`config.mk`:
```
export PLATFORM = sky130hd
export DESIGN_NAME = led_nibble_capture_flat
export DESIGN_NICKNAME = d
export VERILOG_FILES = /design/src/rtl/led_nibble_capture_if.sv /design/src/rtl/led_nibble_capture.sv /design/src/flat_wrapper.sv
export SDC_FILE = /design/constraint.sdc
export NUM_CORES = 1
export LEC_CHECK = 0
export ABC_AREA = 1
export ABC_CLOCK_PERIOD_IN_PS = 2210
export BUFFER_PORTS_ARGS = -buffer_cell sky130_fd_sc_hd__buf_4
export CAP_MARGIN = 40
export CORE_ASPECT_RATIO = 2
export CORE_MARGIN = 4
export CORE_UTILIZATION = 40
export DETAILED_ROUTE_END_ITERATION = 8
export PLACE_DENSITY_LB_ADDON = 0.12
export SYNTH_ARGS = -nofsm -noshare
export SYNTH_HDL_FRONTEND = slang
export SYNTH_SLANG_ARGS = --single-unit
```
`constraint.sdc`:
```
create_clock -name clk -period 2.21 [get_ports clk]
set_input_delay 0.442 -clock clk [delete_from_list [all_inputs] [get_ports clk]]
set_output_delay 0.442 -clock clk [all_outputs]
set_load 0.03 [all_outputs]
```
`src/rtl/led_nibble_capture_if.sv`:
```
// Pin-side bundle for led_nibble_capture: raw nibble/strobe lines in, captured word out.
interface led_nibble_capture_if;
    logic [3:0]  nib_in;
    logic        pos_in;
    logic [31:0] value;
    logic        valid;
    logic        frame_err;
    logic        busy;

    // Handshake: valid and frame_err are one-cycle pulses with no back-pressure and are
    // never high together; value is stable from its valid cycle until the next valid;
    // busy is a level that is high while a frame is being captured.
    modport master (output nib_in, pos_in, input value, valid, frame_err, busy);
    modport slave  (input nib_in, pos_in, output value, valid, frame_err, busy);
endinterface

```
`src/rtl/led_nibble_capture.sv`:
```
// Receive side of the LED nibble-cycling link: rebuilds a 32-bit word from eight
// nibble slots (slot 0 marked by the position strobe), pulses valid on success and
// frame_err on a framing violation or a mid-frame re-sync.
// Optional macro LED_NIBBLE_CAPTURE_MAJORITY_EN: 3-point majority sampling, which
// moves every sample (and valid) one cycle later.
module led_nibble_capture #(
    parameter int NIBBLE_CYCLES = 6000000,
    parameter int SYNC_STAGES   = 2
) (
    input  logic                 clk,
    input  logic                 rst,
    led_nibble_capture_if.slave  bus,
    output logic [2:0]           state_dbg
);

    localparam int CW = $clog2(NIBBLE_CYCLES);
`ifdef LED_NIBBLE_CAPTURE_MAJORITY_EN
    localparam int MAJ = 1;
`else
    localparam int MAJ = 0;
`endif
    // ALIGN starts at cyc=0 one cycle after the strobe edge; sample lands at t0+N/2(+1).
    localparam logic [CW-1:0] ALIGN_LAST = CW'(NIBBLE_CYCLES / 2 - 2 + MAJ);
    // WAIT spans the N-1 cycles between two consecutive samples.
    localparam logic [CW-1:0] WAIT_LAST  = CW'(NIBBLE_CYCLES - 2);

    typedef enum logic [2:0] {
        S_IDLE   = 3'd0,
        S_ALIGN  = 3'd1,
        S_SAMPLE = 3'd2,
        S_WAIT   = 3'd3,
        S_DONE   = 3'd4,
        S_ERR    = 3'd5
    } state_t;

    logic [3:0]             nib_sync [SYNC_STAGES];
    logic [SYNC_STAGES-1:0] pos_sync;
    logic [3:0]             nib_s;
    logic                   pos_s;
    logic                   pos_prev;
    logic                   pos_rise;
    logic [3:0]             nib_smp;
    logic                   pos_smp;

    state_t        state, state_n;
    logic [CW-1:0] cyc, cyc_n;
    logic [2:0]    slot, slot_n;
    logic [31:0]   shreg, shreg_n;
    logic [31:0]   value_q, value_n;
    logic          resync, resync_n;

    // Synchronizer chains for the asynchronous pins; no reset so they only ever carry pin history.
    always_ff @(posedge clk) begin
        nib_sync[0] <= bus.nib_in;
        pos_sync[0] <= bus.pos_in;
        for (int i = 1; i < SYNC_STAGES; i++) begin
            nib_sync[i] <= nib_sync[i-1];
            pos_sync[i] <= pos_sync[i-1];
        end
    end

    assign nib_s = nib_sync[SYNC_STAGES-1];
    assign pos_s = pos_sync[SYNC_STAGES-1];

    // Previous synchronized strobe, for rising-edge detection.
    always_ff @(posedge clk) begin
        if (rst) begin
            pos_prev <= 1'b0;
        end else begin
            pos_prev <= pos_s;
        end
    end

    assign pos_rise = pos_s & ~pos_prev;

`ifdef LED_NIBBLE_CAPTURE_MAJORITY_EN
    logic [3:0] nib_d1;
    logic [3:0] nib_d2;
    logic       pos_d2;

    // Two-deep history so the SAMPLE cycle sees sample point -1, the point itself, and +1.
    always_ff @(posedge clk) begin
        if (rst) begin
            nib_d1 <= 4'd0;
            nib_d2 <= 4'd0;
            pos_d2 <= 1'b0;
        end else begin
            nib_d1 <= nib_s;
            nib_d2 <= nib_d1;
            pos_d2 <= pos_prev;
        end
    end

    assign nib_smp = (nib_d2 & nib_d1) | (nib_d2 & nib_s) | (nib_d1 & nib_s);
    assign pos_smp = (pos_d2 & pos_prev) | (pos_d2 & pos_s) | (pos_prev & pos_s);
`else
    assign nib_smp = nib_s;
    assign pos_smp = pos_s;
`endif

    // State, counters, shift register and output word register.
    always_ff @(posedge clk) begin
        if (rst) begin
            state   <= S_IDLE;
            cyc     <= '0;
            slot    <= 3'd0;
            shreg   <= 32'd0;
            value_q <= 32'd0;
            resync  <= 1'b0;
        end else begin
            state   <= state_n;
            cyc     <= cyc_n;
            slot    <= slot_n;
            shreg   <= shreg_n;
            value_q <= value_n;
            resync  <= resync_n;
        end
    end

    // Frame sequencing: align to mid-slot, sample eight slots, then report success or error.
    always_comb begin
        state_n  = state;
        cyc_n    = cyc;
        slot_n   = slot;
        shreg_n  = shreg;
        value_n  = value_q;
        resync_n = resync;
        unique case (state)
            S_IDLE: begin
                if (pos_rise) begin
                    state_n = S_ALIGN;
                    cyc_n   = '0;
                    slot_n  = 3'd0;
                end
            end
            S_ALIGN: begin
                if (cyc == ALIGN_LAST) begin
                    state_n = S_SAMPLE;
                end else begin
                    cyc_n = cyc + CW'(1);
                end
            end
            S_SAMPLE: begin
                shreg_n = {shreg[27:0], nib_smp};
                if (pos_smp != (slot == 3'd0)) begin
                    state_n  = S_ERR;
                    resync_n = 1'b0;
                end else if (slot == 3'd7) begin
                    state_n = S_DONE;
                    value_n = {shreg[27:0], nib_smp};
                end else begin
                    state_n = S_WAIT;
                    slot_n  = slot + 3'd1;
                    cyc_n   = '0;
                end
            end
            S_WAIT: begin
                // A fresh strobe edge mid-frame means the sender restarted: abort and follow it.
                if (pos_rise) begin
                    state_n  = S_ERR;
                    resync_n = 1'b1;
                end else if (cyc == WAIT_LAST) begin
                    state_n = S_SAMPLE;
                end else begin
                    cyc_n = cyc + CW'(1);
                end
            end
            S_DONE: begin
                state_n = S_IDLE;
            end
            S_ERR: begin
                resync_n = 1'b0;
                if (resync) begin
                    // The ERR cycle already counts as the first aligned cycle after the edge.
                    state_n = S_ALIGN;
                    cyc_n   = CW'(1);
                    slot_n  = 3'd0;
                end else begin
                    state_n = S_IDLE;
                end
            end
            default: begin
                state_n = S_IDLE;
            end
        endcase
    end

    assign bus.value     = value_q;
    assign bus.valid     = (state == S_DONE);
    assign bus.frame_err = (state == S_ERR);
    assign bus.busy      = (state == S_ALIGN) || (state == S_SAMPLE) || (state == S_WAIT);
    assign state_dbg     = state;

endmodule

```
`src/flat_wrapper.sv`:
```
// flat-port wrapper written by rule: the top's interface ports become plain ports
module led_nibble_capture_flat 
#(
    parameter int NIBBLE_CYCLES = 6000000,
    parameter int SYNC_STAGES   = 2
)
  (clk, rst, state_dbg, bus_nib_in, bus_pos_in, bus_value, bus_valid, bus_frame_err, bus_busy);
  led_nibble_capture_if bus_i ();
  input  logic clk;
  input  logic rst;
  output logic [2:0] state_dbg;
  input wire logic [$bits(bus_i.nib_in)-1:0] bus_nib_in;
  input wire logic [$bits(bus_i.pos_in)-1:0] bus_pos_in;
  output wire logic [$bits(bus_i.value)-1:0] bus_value;
  output wire logic [$bits(bus_i.valid)-1:0] bus_valid;
  output wire logic [$bits(bus_i.frame_err)-1:0] bus_frame_err;
  output wire logic [$bits(bus_i.busy)-1:0] bus_busy;
  assign bus_i.nib_in = bus_nib_in;
  assign bus_i.pos_in = bus_pos_in;
  assign bus_value = bus_i.value;
  assign bus_valid = bus_i.valid;
  assign bus_frame_err = bus_i.frame_err;
  assign bus_busy = bus_i.busy;
  led_nibble_capture #(.NIBBLE_CYCLES(NIBBLE_CYCLES), .SYNC_STAGES(SYNC_STAGES)) u_core (.clk(clk), .rst(rst), .bus(bus_i), .state_dbg(state_dbg));
endmodule
```
==> impl_metrics.prom, run 1 <==
# TYPE chip_impl_metric gauge
chip_impl_metric{name="async_flop_share",unit="%"} 0
chip_impl_metric{name="sw_frac_of_total",unit="%"} 25.55
chip_impl_metric{name="ctsLongestPathBuffers",unit=""} 2
chip_impl_metric{name="row_count",unit=""} 54
chip_impl_info{name="post-synth-top-count-cell",value="sky130_fd_sc_hd__nand2_1"} 1
chip_impl_metric{name="drc",unit=""} 0
chip_impl_metric{name="finalHoldViolCount",unit=""} 0
chip_impl_metric{name="globalRouteOverflowTotal",unit=""} 0
chip_impl_metric{name="dpl_worst_slack",unit="ps"} 232.5
chip_impl_metric{name="worstHoldPathCells",unit=""} 1
chip_impl_metric{name="post_drt_wl_per_cell",unit="um"} 14.83
chip_impl_metric{name="final.setup.tns",unit="ps"} 0
chip_impl_info{name="worst_r2r_start",value="u_core.slot[0]"} 1
chip_impl_info{name="cts_tree",value="built"} 1
chip_impl_metric{name="synth-edff-count",unit=""} 0
chip_impl_info{name="crit_path_cell_trace",value="nand2_1 > nor2_1 > inv_1 > nand3_1 > buf_4"} 1
chip_impl_metric{name="final.period_utilization",unit="%"} 93.93
chip_impl_info{name="netlist_top_cells_count",value="121 x sky130_fd_sc_hd__nand2_1, 101 x sky130_fd_sc_hd__dfxtp_1, 85 x sky130_fd_sc_hd__inv_1"} 1
chip_impl_metric{name="max_slew_margin",unit="%"} 66.90
chip_impl_info{name="worst_flop_to_flop_path_endpoint",value="u_core.cyc[11]"} 1
chip_impl_info{name="timing.hold.worst.class",value="input port to flop"} 1
chip_impl_info{name="holdPathEnd",value="u_core.nib_sync[0][2]"} 1
chip_impl_info{name="synth_top_flop_cell",value="sky130_fd_sc_hd__dfxtp_1"} 1
chip_impl_metric{name="peakVddDrop",unit="mV"} 0.5548
chip_impl_metric{name="crit_fanout",unit=""} 9
chip_impl_metric{name="global_route_wire_length_before_repair",unit="mm"} 20.47
chip_impl_metric{name="grt_max_degree",unit=""} 65
chip_impl_metric{name="timing.reg2reg.setup_slack",unit="ps"} 210
chip_impl_info{name="worstSetupStartpointType",value="flop"} 1
chip_impl_metric{name="ios",unit=""} 45
chip_impl_metric{name="share_seq_of_total_power",unit="%"} 49.1
chip_impl_metric{name="die_area",unit="um^2"} 13240
chip_impl_metric{name="intPower",unit="uW"} 2925
chip_impl_info{name="synth_top_cell_by_area",value="sky130_fd_sc_hd__dfxtp_1"} 1
chip_impl_metric{name="power.share.clock",unit="%"} 40.6
chip_impl_metric{name="grt_use_total",unit="%"} 19.21
chip_impl_metric{name="timing.critical_path.arrival",unit="ps"} 1630
chip_impl_metric{name="maximum_frequency_from_static_timing_analysis",unit="MHz"} 481.7
chip_impl_metric{name="worst_slew_pin_tran",unit="ps"} 494.7
chip_impl_metric{name="grt_pass1_vias",unit=""} 4265
chip_impl_metric{name="port_buffers",unit=""} 44
chip_impl_metric{name="p_switching",unit="uW"} 1004
chip_impl_metric{name="syn_area",unit="um^2"} 4546
chip_impl_info{name="cts-root-buf",value="sky130_fd_sc_hd__clkbuf_16"} 1
chip_impl_metric{name="setup_violations",unit=""} 0
chip_impl_metric{name="die_height",unit="um"} 158.8
chip_impl_metric{name="clock-sinks",unit=""} 101
chip_impl_metric{name="vias",unit=""} 4282
chip_impl_metric{name="yosys_register_bits",unit=""} 101
chip_impl_info{name="worst_setup_path_end_kind",value="output pin"} 1
chip_impl_metric{name="postSynthAreaPerCell",unit="um^2"} 7.004
chip_impl_metric{name="area_growth",unit="%"} 17.84
chip_impl_metric{name="drt_first_iter_violations",unit=""} 116
chip_impl_info{name="unrepaired_setup_endpoints_after_global_routing",value="false"} 1
chip_impl_metric{name="path_buf_inv",unit=""} 2
chip_impl_metric{name="post-cts-setup-buffers",unit=""} 0
chip_impl_metric{name="total_wire_length_after_detailed_routing",unit="mm"} 12.37
chip_impl_metric{name="post_route_cells_drive_above_1_share",unit="%"} 12.82
chip_impl_metric{name="clock_edge_transition_at_the_registers_on_the_reported_setup_and_hold_paths",unit="ps"} 70
chip_impl_metric{name="total_leakage_power",unit="uW"} 0.002034
chip_impl_info{name="critical_path.top_delay_family",value="flip-flops"} 1
chip_impl_metric{name="insertion_delay_of_the_later_clocked_pin_in_the_worst_skew_pair",unit="ps"} 340
chip_impl_metric{name="syn_nets",unit=""} 661
chip_impl_info{name="synthTopCellsByArea",value="sky130_fd_sc_hd__dfxtp_1 44%, sky130_fd_sc_hd__nand2_1 10%, sky130_fd_sc_hd__a21oi_1 8.6%"} 1
chip_impl_metric{name="setup_ws",unit="ps"} 134.2
chip_impl_info{name="hold_path_startpoint",value="bus_nib_in[2]"} 1
chip_impl_metric{name="ctsHtreeMaxLevel",unit=""} 3
chip_impl_info{name="run_status",value="finished, final reports clean"} 1
chip_impl_metric{name="period_minus_slack",unit="ps"} 2076
chip_impl_metric{name="diodes",unit=""} 0
chip_impl_metric{name="holdBufCountCts",unit=""} 0
chip_impl_metric{name="powerDensity",unit="nW/um^2"} 733.6
chip_impl_metric{name="yosys_warnings",unit=""} 0
chip_impl_metric{name="finalMaxSlewViolations",unit=""} 0
chip_impl_metric{name="antenna_found_initial",unit=""} 0
chip_impl_metric{name="synth.lib_cells_used.distinct",unit=""} 27
chip_impl_metric{name="finish.net_count",unit=""} 701
chip_impl_metric{name="dp.final_hpwl",unit="mm"} 9.637
chip_impl_metric{name="floorplan.die.width",unit="um"} 83.38
chip_impl_metric{name="global_placement_routability_congestion",unit=""} 0.9870
chip_impl_metric{name="cts-buffers-inserted",unit=""} 9
chip_impl_metric{name="drtPass1Iterations",unit=""} 5
chip_impl_metric{name="combPwrFrac",unit="%"} 10.3
chip_impl_metric{name="ant_nets",unit=""} 0
chip_impl_metric{name="synthesis.instances",unit=""} 649
chip_impl_metric{name="synth_top_area_share",unit="%"} 44.48
chip_impl_metric{name="floorplan.initialDensity",unit="%"} 41.27
chip_impl_metric{name="synth_seq_area_share",unit="%"} 44.48
chip_impl_metric{name="worst_r2r_path_depth",unit=""} 12
chip_impl_metric{name="maxCapViolCount",unit=""} 0
chip_impl_metric{name="detail_routed_via_count_per_cell",unit=""} 5.134
chip_impl_metric{name="core",unit="um^2"} 11010
chip_impl_metric{name="worst_ep_required_time",unit="ps"} 1770
chip_impl_metric{name="largest_clock_skew_in_the_final_design",unit="ps"} 9.548
chip_impl_info{name="start_to_end_type_of_the_worst_setup_path",value="flop to output pin"} 1
chip_impl_info{name="timing.critical_path.slowest_stage_cell",value="sky130_fd_sc_hd__dfxtp_1"} 1
chip_impl_metric{name="max_stage_delay",unit="ps"} 560
-- cell type report --
cell class	instances	area, um^2
fill	1169	5657
clock buffer	10	239.0
inverter	88	330.3
clock inverter	6	68.82
tap	140	175.2
timing repair buffer	62	478.0
multi-input combinational	427	2042
sequential	101	2023
-- power by group through the flow --
stage	sequential (uW)	combinational (uW)	clock, uW
CTS	1930	407	1630
global route	1940	454	1700
detailed placement	1970	405	0
finish	1930	404	1590
global placement	1970	398	0
floorplan	1960	296	0
-- logic make-up (layout without fill, tap and decap cells) --
family          after synthesis  count (layout)  share of synthesized area [%]
flops                       101             101                          44.48
simple gates                264             264                          24.53
xor+xnor                      9               9                          1.734
buf+inv                     121             166                          10.60
compound gates              149             149                          17.29
fa+ha+maj                     5               5                          1.376
-- metrics by stage --
step	utilization [%]	hold slack, ps	total power (uW)	instance area (um^2)	cells
global placement	45.83	314.1	2371	5047	818
global route	48.64	189.9	4095	5356	834
CTS	48.63	191.2	3974	5355	834
finish	48.64	204.4	3930	5356	834
detailed placement	45.83	312.1	2378	5047	818
floorplan	-	309.6	2255	4546	649
-- placed cells by master, fill, tap and decap left out, drive strengths merged --
cell	Yosys	layout
nand4	13	13
ha	5	5
buf	8	62
a21oi	79	79
or2	1	1
nand2	121	121
nor3b	1	1
xor2	7	7
bufinv	0	1
nor3	4	4
xnor2	2	2
inv	88	90
o21ai	55	55
clkbuf	25	10
nor2	81	81
a31oi	1	1
nand3	43	43
dfxtp	101	101
clkinv	0	3
o21bai	2	2
a211oi	12	12
-- flip-flops by register name, indices dropped and copies added, names as in the netlist --
signal and cells:
u_core.pos_prev 1, u_core.slot 3, u_core.bus.value 32, u_core.resync 1, u_core.nib_sync 8, u_core.pos_sync 2
u_core.cyc 23, u_core.shreg 28, u_core.state_dbg 3
-- metal layers --
metal | GRT usage [%] | share of wire, %
met2 | 36.15 | 56
met4 | 13.32 | 6.6
met3 | 3.527 | 2.9
met5 | 0 | 0
met1 | 18.21 | 34
-- repair_timing --
| item | 4_1_cts | 5_1_grt |
|---|---|---|
| resized for setup | 0 | 1 |
| hold endpoints to repair | 0 | 0 |
| setup endpoints to repair | 0 | 1 |
-- how the worst max path moves through the flow --
stage	start	end	cells after the start
after floorplan	u_core.state_dbg[0]	bus_busy	6
after global placement	u_core.state_dbg[2]	u_core.cyc[11]	9
after detailed placement	u_core.state_dbg[2]	u_core.cyc[11]	9
after CTS	u_core.state_dbg[0]	bus_busy	5
after global routing	u_core.state_dbg[0]	bus_busy	5
final	u_core.state_dbg[0]	bus_busy	5
Power figures use the tool's default switching activity.
==> run 2, diff against run 1 <==
Settings changed: ABC_CLOCK_PERIOD_IN_PS 2210 to 2000.
Clock period 2.21 ns to 2 ns, I/O delays scaled along.
==> impl_metrics.prom, run 2 (same netlist as run 1, synthesis figures left out) <==
# TYPE chip_impl_metric gauge
chip_impl_info{name="run_status",value="finished, final reports clean"} 1
chip_impl_info{name="start_to_end_type_of_the_worst_setup_path",value="flop to output pin"} 1
chip_impl_metric{name="ios",unit=""} 45
chip_impl_metric{name="max_slew_margin",unit="%"} 67.87
chip_impl_metric{name="total_wire_length_after_detailed_routing",unit="mm"} 12.67
chip_impl_metric{name="total_leakage_power",unit="uW"} 0.002100
chip_impl_metric{name="grt_pass1_vias",unit=""} 4297
chip_impl_info{name="cts_tree",value="built"} 1
chip_impl_metric{name="timing.critical_path.arrival",unit="ps"} 1450
chip_impl_metric{name="detail_routed_via_count_per_cell",unit=""} 5.125
chip_impl_metric{name="drtPass1Iterations",unit=""} 4
chip_impl_metric{name="dp.cells",unit=""} 826
chip_impl_metric{name="fin_cells",unit=""} 842
chip_impl_metric{name="path_buf_inv",unit=""} 2
chip_impl_metric{name="holdBufCountCts",unit=""} 0
chip_impl_metric{name="antenna_found_initial",unit=""} 0
chip_impl_metric{name="finish.net_count",unit=""} 709
chip_impl_metric{name="floorplan.initialDensity",unit="%"} 41.27
chip_impl_info{name="worst_setup_path_end_kind",value="output pin"} 1
chip_impl_metric{name="largest_clock_skew_in_the_final_design",unit="ps"} 8.303
chip_impl_info{name="cts-root-buf",value="sky130_fd_sc_hd__clkbuf_16"} 1
chip_impl_metric{name="cts-buffers-inserted",unit=""} 9
chip_impl_metric{name="ant_nets",unit=""} 0
chip_impl_metric{name="worst_ep_required_time",unit="ps"} 1600
chip_impl_metric{name="drc",unit=""} 0
chip_impl_metric{name="clock-sinks",unit=""} 101
chip_impl_info{name="hold_path_startpoint",value="bus_nib_in[2]"} 1
chip_impl_metric{name="grt_use_total",unit="%"} 19.29
chip_impl_info{name="unrepaired_setup_endpoints_after_global_routing",value="false"} 1
chip_impl_info{name="worst_r2r_start",value="u_core.cyc[8]"} 1
chip_impl_metric{name="ctsHtreeMaxLevel",unit=""} 3
chip_impl_metric{name="final.period_utilization",unit="%"} 92.42
chip_impl_metric{name="largest_reg_flops",unit=""} 32
chip_impl_metric{name="global_route_wire_length_before_repair",unit="mm"} 20.46
chip_impl_metric{name="post_drt_wl_per_cell",unit="um"} 15.04
chip_impl_info{name="crit_path_cell_trace",value="nand2_1 > nor2_2 > inv_1 > nand3_2 > buf_4"} 1
chip_impl_metric{name="peakVddDrop",unit="mV"} 0.4310
chip_impl_metric{name="dp.final_hpwl",unit="mm"} 9.517
chip_impl_info{name="worstSetupStartpoint",value="u_core.state_dbg[0]"} 1
chip_impl_info{name="mostFrequentLayoutCell",value="sky130_fd_sc_hd__nand2_1"} 1
chip_impl_metric{name="powerDensity",unit="nW/um^2"} 832.6
chip_impl_metric{name="drt_first_iter_violations",unit=""} 157
chip_impl_metric{name="filler_cell_count",unit=""} 1126
chip_impl_metric{name="period_minus_slack",unit="ps"} 1848
chip_impl_metric{name="die_area",unit="um^2"} 13240
chip_impl_info{name="timing.hold.worst.class",value="input port to flop"} 1
chip_impl_metric{name="core",unit="um^2"} 11010
chip_impl_metric{name="max_stage_delay",unit="ps"} 460
chip_impl_metric{name="vias",unit=""} 4315
chip_impl_metric{name="ctsLongestPathBuffers",unit=""} 2
chip_impl_metric{name="clock_edge_transition_at_the_registers_on_the_reported_setup_and_hold_paths",unit="ps"} 70
chip_impl_metric{name="area_growth",unit="%"} 20.62
chip_impl_metric{name="crit_fanout",unit=""} 9
chip_impl_info{name="worstSetupStartpointType",value="flop"} 1
chip_impl_info{name="final_cell_mix",value="121 x sky130_fd_sc_hd__nand2_1, 99 x sky130_fd_sc_hd__dfxtp_1, 85 x sky130_fd_sc_hd__inv_1, 78 x sky130_fd_sc_hd__a21oi_1, 78 x sky130_fd_sc_hd__nor2_1"} 1
chip_impl_metric{name="finalMaxSlewViolations",unit=""} 0
chip_impl_metric{name="worst_slew_pin_tran",unit="ps"} 480.8
chip_impl_metric{name="die_height",unit="um"} 158.8
chip_impl_metric{name="diodes",unit=""} 0
chip_impl_metric{name="maximum_frequency_from_static_timing_analysis",unit="MHz"} 541.0
chip_impl_metric{name="row_count",unit=""} 54
chip_impl_metric{name="finalHoldViolCount",unit=""} 0
chip_impl_info{name="critical_path.top_delay_family",value="flip-flops"} 1
chip_impl_metric{name="maxCapViolCount",unit=""} 0
chip_impl_metric{name="global_placement_routability_congestion",unit=""} 1.015
chip_impl_metric{name="post-route-util",unit="%"} 49.78
chip_impl_metric{name="globalRouteOverflowTotal",unit=""} 0
chip_impl_metric{name="port_buffers",unit=""} 44
chip_impl_metric{name="final.setup.tns",unit="ps"} 0
chip_impl_metric{name="insertion_delay_of_the_later_clocked_pin_in_the_worst_skew_pair",unit="ps"} 340
chip_impl_info{name="timing.critical_path.slowest_stage_cell",value="sky130_fd_sc_hd__dfxtp_2"} 1
chip_impl_metric{name="post_route_cells_drive_above_1_share",unit="%"} 14.25
chip_impl_metric{name="grt_max_degree",unit=""} 65
chip_impl_metric{name="setup_violations",unit=""} 0
chip_impl_metric{name="floorplan.die.width",unit="um"} 83.38
[run 2: worst paths after layout]
kind | end | slack, ps | depth (start not counted)
worst max-delay path | bus_busy | 150 | 5
worst max register to register | u_core.cyc[13] | 170 | 8
worst min-delay path | u_core.nib_sync[0][2] | 160 | 1
worst min register to register | u_core.nib_sync[0][4] | 330 | 0
[run 2: power breakdown]
group          switching (uW)  internal [uW]
logic                     315            156
registers                56.6           2080
clock network             827           1130
total                    1200           3370
[run 2: per-stage QoR]
| stage | power, uW | setup WS [ps] | cell area (um^2) | hold slack (ps) |
|---|---|---|---|---|
| 3_3_place_gp | 2650 | 104.1 | 5137 | 312.4 |
| 5_1_grt | 4757 | 8.636 | 5483 | 145.3 |
| 3_5_place_dp | 2655 | 83.83 | 5137 | 317.9 |
| 4_1_cts | 4623 | 61.05 | 5479 | 147.9 |
| 2_1_floorplan | 2494 | 97.94 | 4552 | 309.6 |
| 6_report | 4565 | 151.7 | 5483 | 158.8 |
[run 2: cell type report]
cell class / count / area [um^2] / share of cell area [%]
repair buffers: 70 / 563.0 / 10.27
flip-flops and latches: 101 / 2024 / 36.92
inverters: 88 / 330.3 / 6.025
clock buffers: 9 / 225.2 / 4.108
multi-input cells: 427 / 2049 / 37.38
well taps: 140 / 175.2 / 3.195
clock inverters: 7 / 115.1 / 2.099
[run 2: metal layers]
layer  GRT usage [%]  up-vias  wire, um
li1                -     2184         -
met1           16.94     1999      4259
met2           38.23       94      7286
met3           2.956       38       361
met4           13.39        0       757
met5               0        -         0
[run 2: timing repair]
item                       in CTS  in global routing
setup endpoints to repair       1                 25
resized for setup               1                  2
buffers inserted                0                  0
==> run 3, diff against run 2 <==
Settings changed: CELL_PAD_IN_SITES_DETAIL_PLACEMENT set to 1, CELL_PAD_IN_SITES_GLOBAL_PLACEMENT set to 1.
==> impl_metrics.prom, run 3 (same netlist as run 1, synthesis figures left out) <==
# TYPE chip_impl_metric gauge
chip_impl_info{name="run_status",value="finished, final reports clean"} 1
chip_impl_metric{name="global_placement_routability_congestion",unit=""} 0.9591
chip_impl_metric{name="global_route_wire_length_before_repair",unit="mm"} 22.83
chip_impl_metric{name="ios",unit=""} 45
chip_impl_metric{name="timing.critical_path.arrival",unit="ps"} 1520
chip_impl_metric{name="maximum_frequency_from_static_timing_analysis",unit="MHz"} 520.4
chip_impl_metric{name="worst_slew_pin_tran",unit="ps"} 521.2
chip_impl_metric{name="hold-worst-slack",unit="ps"} 162.7
chip_impl_metric{name="setup_violations",unit=""} 0
chip_impl_metric{name="period_minus_slack",unit="ps"} 1921
chip_impl_info{name="crit_path_cell_trace",value="buf_4 > nor3_4 > inv_2 > nand3_2 > buf_4"} 1
chip_impl_metric{name="clock_edge_transition_at_the_registers_on_the_reported_setup_and_hold_paths",unit="ps"} 70
chip_impl_metric{name="largest_reg_flops",unit=""} 32
chip_impl_metric{name="die_height",unit="um"} 158.8
chip_impl_info{name="critical_path.most_common_cell",value="sky130_fd_sc_hd__buf_4"} 1
chip_impl_metric{name="finish.net_count",unit=""} 715
chip_impl_metric{name="peakVddDrop",unit="mV"} 0.4000
chip_impl_metric{name="antenna_found_initial",unit=""} 0
chip_impl_info{name="worst_setup_path_end_kind",value="output pin"} 1
chip_impl_metric{name="final.period_utilization",unit="%"} 96.07
chip_impl_metric{name="postLayoutCellArea",unit="um^2"} 5493
chip_impl_info{name="worst_flop_to_flop_path_endpoint",value="u_core.cyc[7]"} 1
chip_impl_metric{name="worst_ep_required_time",unit="ps"} 1600
chip_impl_metric{name="filler_cell_count",unit=""} 1431
chip_impl_metric{name="drt_first_iter_violations",unit=""} 170
chip_impl_metric{name="power.share.clock",unit="%"} 41.3
chip_impl_metric{name="diodes",unit=""} 0
chip_impl_info{name="start_to_end_type_of_the_worst_setup_path",value="flop to output pin"} 1
chip_impl_metric{name="area_growth",unit="%"} 20.84
chip_impl_metric{name="insertion_delay_of_the_later_clocked_pin_in_the_worst_skew_pair",unit="ps"} 340
chip_impl_metric{name="row_count",unit=""} 54
chip_impl_info{name="holdPathEnd",value="u_core.pos_sync[0]"} 1
chip_impl_metric{name="maxCapViolCount",unit=""} 0
chip_impl_info{name="hold_path_startpoint",value="bus_pos_in"} 1
chip_impl_metric{name="core",unit="um^2"} 11010
chip_impl_metric{name="total_leakage_power",unit="uW"} 0.002115
chip_impl_metric{name="total_wire_length_after_detailed_routing",unit="mm"} 13.89
chip_impl_metric{name="ant_nets",unit=""} 0
chip_impl_metric{name="worst_r2r_path_depth",unit=""} 12
chip_impl_metric{name="detail_routed_via_count_per_cell",unit=""} 5.220
chip_impl_metric{name="share_seq_of_total_power",unit="%"} 47.5
chip_impl_info{name="mostFrequentLayoutCell",value="sky130_fd_sc_hd__nand2_1"} 1
chip_impl_metric{name="holdBufCountCts",unit=""} 0
chip_impl_metric{name="finalMaxSlewViolations",unit=""} 0
chip_impl_metric{name="finalHoldViolCount",unit=""} 0
chip_impl_metric{name="post_route_cells_drive_above_1_share",unit="%"} 14.71
chip_impl_info{name="unrepaired_setup_endpoints_after_global_routing",value="false"} 1
chip_impl_info{name="timing.hold.worst.class",value="input port to flop"} 1
chip_impl_metric{name="die_area",unit="um^2"} 13240
chip_impl_metric{name="grt_max_degree",unit=""} 65
chip_impl_metric{name="port_buffers",unit=""} 44
chip_impl_metric{name="max_slew_margin",unit="%"} 65.26
chip_impl_metric{name="p_switching",unit="uW"} 1146
chip_impl_metric{name="intPower",unit="uW"} 3340
chip_impl_metric{name="powerDensity",unit="nW/um^2"} 816.6
chip_impl_info{name="cts-root-buf",value="sky130_fd_sc_hd__clkbuf_16"} 1
chip_impl_metric{name="path_buf_inv",unit=""} 3
chip_impl_metric{name="drc",unit=""} 0
chip_impl_metric{name="floorplan.initialDensity",unit="%"} 41.27
chip_impl_metric{name="clock-sinks",unit=""} 101
chip_impl_metric{name="grt_use_total",unit="%"} 21.53
chip_impl_metric{name="sw_frac_of_total",unit="%"} 25.54
chip_impl_metric{name="postPlaceCellArea",unit="um^2"} 5170
chip_impl_metric{name="worstHoldPathCells",unit=""} 1
chip_impl_info{name="critical_path.top_delay_family",value="buffers and inverters"} 1
chip_impl_metric{name="drtPass1Iterations",unit=""} 6
chip_impl_metric{name="crit_fanout",unit=""} 8
chip_impl_metric{name="ctsLongestPathBuffers",unit=""} 2
chip_impl_metric{name="max_stage_delay",unit="ps"} 330
chip_impl_metric{name="cts-buffers-inserted",unit=""} 9
chip_impl_metric{name="timing.reg2reg.setup_slack",unit="ps"} 190
chip_impl_info{name="worst_r2r_start",value="u_core.slot[0]"} 1
chip_impl_metric{name="ctsHtreeMaxLevel",unit=""} 3
chip_impl_info{name="timing.critical_path.slowest_stage_cell",value="sky130_fd_sc_hd__nor3_4"} 1
chip_impl_metric{name="vias",unit=""} 4421
chip_impl_metric{name="post_drt_wl_per_cell",unit="um"} 16.40
chip_impl_metric{name="grt_pass1_vias",unit=""} 4637
chip_impl_metric{name="final.setup.tns",unit="ps"} 0
chip_impl_metric{name="floorplan.die.width",unit="um"} 83.38
chip_impl_metric{name="largest_clock_skew_in_the_final_design",unit="ps"} 7.182
chip_impl_metric{name="globalRouteOverflowTotal",unit=""} 0
chip_impl_info{name="worstSetupStartpointType",value="flop"} 1
chip_impl_metric{name="dp.final_hpwl",unit="mm"} 10.57
chip_impl_info{name="final_cell_mix",value="120 x sky130_fd_sc_hd__nand2_1, 100 x sky130_fd_sc_hd__dfxtp_1, 85 x sky130_fd_sc_hd__inv_1, 78 x sky130_fd_sc_hd__a21oi_1, 78 x sky130_fd_sc_hd__nor2_1"} 1
chip_impl_metric{name="combPwrFrac",unit="%"} 11.2
chip_impl_info{name="cts_tree",value="built"} 1
==> run 3: power by group through the flow <==
stage	combinational [uW]	clock, uW	sequential (uW)
after detailed placement	496	0	2180
final	501	1850	2130
after global routing	550	1990	2140
after global placement	485	0	2170
after floorplan	329	0	2160
after CTS	502	1900	2130
==> run 3: through the flow <==
step	setup slack [ps]	total power, uW	cells	util (%)
after CTS	39.14	4536	847	49.81
after global placement	187.8	2659	832	46.94
after global routing	19.72	4681	847	49.88
after detailed placement	65.11	2673	832	46.94
after floorplan	97.94	2494	649	-
final	78.52	4485	847	49.88
==> run 3: worst max-delay path by stage <==
stage,startpoint,endpoint,cells after the start
5_1_grt,u_core.state_dbg[1],u_core.cyc[7],9
3_3_place_gp,u_core.state_dbg[0],u_core.cyc[8],9
4_1_cts,u_core.state_dbg[0],bus_busy,6
3_5_place_dp,u_core.state_dbg[0],u_core.cyc[12],9
6_report,u_core.state_dbg[2],bus_busy,5
2_1_floorplan,u_core.state_dbg[0],bus_busy,6
==> run 3: what timing repair did <==
item | in CTS | in global routing
setup buffers | 0 | 0
gates resized for setup | 2 | 2
endpoints found under the setup margin | 1 | 7
==> run 3: area by class of cell <==
cell class,instances,area (um^2),area share (%)
Clock buffer,10,229.0,4.169
Clock inverter,5,82.58,1.503
Inverter,88,330.3,6.014
Multi-Input combinational cell,427,2057,37.45
Sequential cell,101,2023,36.83
Tap cell,140,175.2,3.189
Timing Repair Buffer,76,595.6,10.84
==> run 3: worst reg2reg max path, cell delays in order, from the launching register on <==
cell                      delay, ps
sky130_fd_sc_hd__dfxtp_1        350
sky130_fd_sc_hd__inv_1           80
sky130_fd_sc_hd__ha_1           230
sky130_fd_sc_hd__nand2_1         70
sky130_fd_sc_hd__nand2_1         60
sky130_fd_sc_hd__nand2_2        130
sky130_fd_sc_hd__nand2_1         70
sky130_fd_sc_hd__nand2_1         80
sky130_fd_sc_hd__nand3_1         90
sky130_fd_sc_hd__nor2_2         110
sky130_fd_sc_hd__buf_4          210
sky130_fd_sc_hd__nand3_1        110
sky130_fd_sc_hd__a21oi_1        150
==> run 3: layer usage <==
layer / wire, um / global-route usage [%]
met5: 0 / 0
met4: 841 / 14.14
met2: 7892 / 42.18
met1: 4816 / 19.51
met3: 344 / 3.579
